==> src/rtl/parity_mem_wr.sv <==
// Small parity-protected write-once table: sequential fills up to DEPTH entries,
// registered reads with parity check, and a one-entry-per-cycle clear sweep.
module parity_mem_wr #(
   parameter  int DW    = 8,
   parameter  int DEPTH = 8,
   localparam int AW    = $clog2(DEPTH)
) (
   input  logic          clk,
   input  logic          rst,
   input  logic          wr_valid,
   input  logic [DW-1:0] wr_data,
   input  logic          wr_inv_par,
   output logic          wr_ready,
   input  logic          clear,
   input  logic [AW-1:0] rd_index,
   output logic [DW-1:0] rd_data,
   output logic          rd_parity,
   output logic          rd_err,
   output logic [AW:0]   count,
   output logic          full,
   output logic          busy
);

   typedef enum logic [1:0] {S_EMPTY, S_FILL, S_FULL, S_CLR} state_t;

   localparam logic [AW:0]   CNT_LAST = (AW+1)'(DEPTH - 1);
   localparam logic [AW-1:0] IDX_LAST = AW'(DEPTH - 1);

   state_t              state_q, state_d;
   logic [DW:0]         mem_q [DEPTH];
   logic [AW-1:0]       wr_ptr_q;
   logic [AW:0]         count_q;
   logic [AW-1:0]       clr_idx_q;
   logic [DW-1:0]       rd_data_q;
   logic                rd_parity_q;
   logic                rd_err_q;
   logic                wr_fire;

   function automatic logic par_even(input logic [DW-1:0] d);
      return ^d;
   endfunction

   assign wr_fire = wr_valid && wr_ready;

   // State register
   always_ff @(posedge clk) begin
      if (rst) state_q <= S_EMPTY;
      else     state_q <= state_d;
   end

   // Next-state logic; clear outranks a simultaneous write
   always_comb begin
      state_d = state_q;
      case (state_q)
         S_EMPTY, S_FILL: begin
            if (clear) state_d = S_CLR;
            else if (wr_fire) state_d = (count_q == CNT_LAST) ? S_FULL : S_FILL;
         end
         S_FULL: begin
            if (clear) state_d = S_CLR;
         end
         S_CLR: begin
            if (clr_idx_q == IDX_LAST) state_d = S_EMPTY;
         end
         default: state_d = S_EMPTY;
      endcase
   end

   // Output decode
   always_comb begin
      wr_ready = 1'b0;
      full     = 1'b0;
      busy     = 1'b0;
      case (state_q)
         S_EMPTY, S_FILL: wr_ready = !clear;
         S_FULL:          full     = 1'b1;
         S_CLR:           busy     = 1'b1;
         default:         wr_ready = 1'b0;
      endcase
   end

   // Table, pointers and registered read port (read sees pre-write contents)
   always_ff @(posedge clk) begin
      if (rst) begin
         wr_ptr_q    <= '0;
         count_q     <= '0;
         clr_idx_q   <= '0;
         rd_data_q   <= '0;
         rd_parity_q <= 1'b0;
         rd_err_q    <= 1'b0;
         for (int i = 0; i < DEPTH; i++) mem_q[i] <= '0;
      end else begin
         rd_data_q   <= mem_q[rd_index][DW:1];
         rd_parity_q <= mem_q[rd_index][0];
         rd_err_q    <= par_even(mem_q[rd_index][DW:1]) != mem_q[rd_index][0];
         if (state_q == S_CLR) begin
            mem_q[clr_idx_q] <= '0;
            clr_idx_q        <= clr_idx_q + AW'(1);
            if (clr_idx_q == IDX_LAST) begin
               wr_ptr_q <= '0;
               count_q  <= '0;
            end
         end else if (clear) begin
            clr_idx_q <= '0;
         end else if (wr_fire) begin
            mem_q[wr_ptr_q] <= {wr_data, par_even(wr_data) ^ wr_inv_par};
            wr_ptr_q        <= wr_ptr_q + AW'(1);
            count_q         <= count_q + (AW+1)'(1);
         end
      end
   end

   assign rd_data   = rd_data_q;
   assign rd_parity = rd_parity_q;
   assign rd_err    = rd_err_q;
   assign count     = count_q;

endmodule

==> config.mk <==
export PLATFORM = sky130hd
export DESIGN_NAME = parity_mem_wr
export DESIGN_NICKNAME = d
export VERILOG_FILES = /design/src/rtl/parity_mem_wr.sv
export SDC_FILE = /design/constraint.sdc
export NUM_CORES = 1
export LEC_CHECK = 0
export BUFFER_PORTS_ARGS = -buffer_cell sky130_fd_sc_hd__buf_4
export CAP_MARGIN = 0
export CORE_UTILIZATION = 43
export DETAILED_ROUTE_END_ITERATION = 8
export PLACE_DENSITY_LB_ADDON = 0.1
export REMOVE_ABC_BUFFERS = 1
export SLEW_MARGIN = 0
export SYNTH_ARGS = -nofsm -noshare
export SYNTH_HDL_FRONTEND = slang
export SYNTH_SLANG_ARGS = --single-unit
==> constraint.sdc <==
create_clock -name clk -period 2.47 [get_ports clk]
set_clock_uncertainty 0.05 [all_clocks]
set_input_delay 0 -clock clk [delete_from_list [all_inputs] [get_ports clk]]
set_output_delay 0 -clock clk [all_outputs]
set_load 0.01 [all_outputs]
==> run metrics <==
vias in the first global route 2,552; CTS buffer count 9; area of the multi-input gates 1444 sq um; EDFF count, synth 72; Worst Path Arrival 2.33 ns; die area 9945 sq um; DPL Wire Length 6189 um; Final #Nets 386; area leader, netlist edfxtp_1; Post-synth top cells nor2_1, edfxtp_1, nand2_1; Initial Util 44.44%; First-pass DRT Iterations 4; Routed Antenna Nets 0; n_diodes 0; first-pass GRT wire length 13,630 um; IO Count 33; Setup CP Type flip-flop to flip-flop; most common cell in the netlist nor2_1; Routed WL 8430 um; endpoint type of the worst setup path flip-flop; initial antenna violation count 0; placed cells 480; Initial DRC Count 140; Period Utilization, post-route 93.54%; power per cell area 637.4 nW/um^2; vias 2,540; Fin. Hold Viols 0; mean post-synth cell area 13.00 sq um; vias per cell 5.080; row count 35; CTS tree done; die extent in x 99.73 um; Synth cell types 30; worst-margin pin slew 0.5166 ns; non-filler cells, final 500; cell leakage power 0.001706 uW; Slew Limit Fails 0; die span in y 99.73 um; GRT overflow 0; Area contributors post-synth edfxtp_1, dfxtp_1, mux4_2; Seq/Total Area, Yosys 63.38%; Final Setup Violations 0; RePlAce Congestion 0.7621; Clk pin slew, worst setup/hold paths 0.09 ns; Peak Freq 432.8 MHz; Ys Warns 0; crit-path max FO 9; Core Footprint 9240 sq um; Syn-to-layout area delta 16.00%; total of max-cap violations 0; async set-or-reset flop fraction in the synthesized netlist 0%; FILL cells 806; H-tree depth 3; Port Buf Inserts 32; register area 2603 sq um; layout cells sized above 1 22.91%; PnR Total Power 3036 uW; clock period minus worst slack 2.310 ns; largest net degree at the start of global routing 34; Post-CTS Setup Inserts 0; Synth Flop Type edfxtp_1; later-pin clock latency in the skew report 0.35 ns; slew margin rel. 65.19%; drt wl/cell 16.86 um; Cell Area, Synth 4106 sq um; maximum vdd drop 309.1 uV; FF+latch count, synth 94; Global Route Usage Sum 18.84%; clock sink count 94; root buf cell clkbuf_8; WP data required 2.49 ns; DRC viols 0; Yosys top cell area share 52.65%; crit start category flip-flop; unrepaired setup endpoints after global routing false; worst hold margin 0.04136 ns; synthesized instance count 316; Hold Crit Class input pin to flip-flop; clock buffer depth 2; status finished clean
## metal layers
| metal | track usage (%) | up-vias | wire length, um |
|---|---|---|---|
| met5 | 0 | - | 0 |
| met4 | 6.900 | 0 | 113 |
| met1 | 23.59 | 1248 | 3703 |
| met2 | 33.16 | 58 | 4340 |
| li1 | - | 1223 | - |
| met3 | 2.741 | 11 | 272 |
## registers in the layout (all words and copies together) (netlist names)
signal / count
rd_data: 8
count: 4
mem_q: 72
wr_ptr_q: 3
rd_parity: 1
rd_err: 1
state_q: 2
clr_idx_q: 3
## cells in the final DEF, fill, tap and decap left out, drive strengths merged, types with 2 or more instances in the layout
cell type | synthesis | layout
nor2 | 96 | 96
edfxtp | 72 | 72
buf | 5 | 45
nand2 | 25 | 25
dfxtp | 22 | 22
mux4 | 18 | 18
xnor2 | 13 | 13
mux2i | 11 | 11
clkbuf | 5 | 10
nand2b | 10 | 10
a21oi | 8 | 8
nor2b | 4 | 4
ha | 4 | 4
dlygate4sd3 | 0 | 4
clkinv | 0 | 4
a22oi | 3 | 3
nand3 | 3 | 3
inv | 3 | 3
and2 | 2 | 2
a221oi | 2 | 2
a311oi | 2 | 2
nand4 | 2 | 2
clkinvlp | 0 | 2
## path summary, 6_finish.rpt
check	cells past startpoint	startpoint	endpoint	slack [ns]
max	7	state_q[1]	mem_q[3][0]	0.16
min	3	rd_index[2]	rd_data[5]	0.04
max reg2reg	7	state_q[1]	mem_q[3][0]	0.16
min reg2reg	1	wr_ptr_q[2]	wr_ptr_q[2]	0.46
## per-stage QoR
step	cell area, sq um	utilization [%]	setup WS, ns	TNS, ns
finish	4763	51.55	0.1597	0
global route	4763	51.55	0.02379	0
CTS	4756	51.47	0.07168	0
detailed placement	4549	49.23	0.08128	0
global placement	4549	49.23	0.1406	0
floorplan	4050	-	-0.06396	-2.748
## where the power goes
part / internal, uW / total [uW] / switching, uW
Sequential: 1760 / 1790 / 25.0
Combinational: 179 / 352 / 173
Clock: 363 / 895 / 532
Total: 2310 / 3040 / 730
## cell type report
cell class	instances	area share (%)
clock buffers	10	2.679
multi-input cells	209	30.31
well taps	129	3.388
repair buffers	49	7.933
flip-flops and latches	94	54.64
clock inverters	6	0.8143
inverters	3	0.2364
## what timing repair did
action	4_1_cts	5_1_grt
setup endpoints to repair	0	27
hold buffers	4	0
endpoints found under the hold margin	19	0
resized for setup	0	3
## worst max-delay path, stage by stage, from the launching register on
cell and delay [ns]:
dfxtp_1 0.34, or3b_1 0.42, nor2_1 0.24, mux2i_1 0.34
nor2b_1 0.26, nand2_1 0.10, nand2b_1 0.09, buf_4 0.18
## cells by family after synthesis
| kind of cell | synth area share [%] |
|---|---|
| flops | 63.38 |
| mux | 12.74 |
| simple gates | 14.38 |
| buf+inv | 1.645 |
| xor+xnor | 3.717 |
| fa+ha+maj | 1.219 |
| compound gates | 2.925 |
Note: power is estimated with default switching activity, not from simulation.
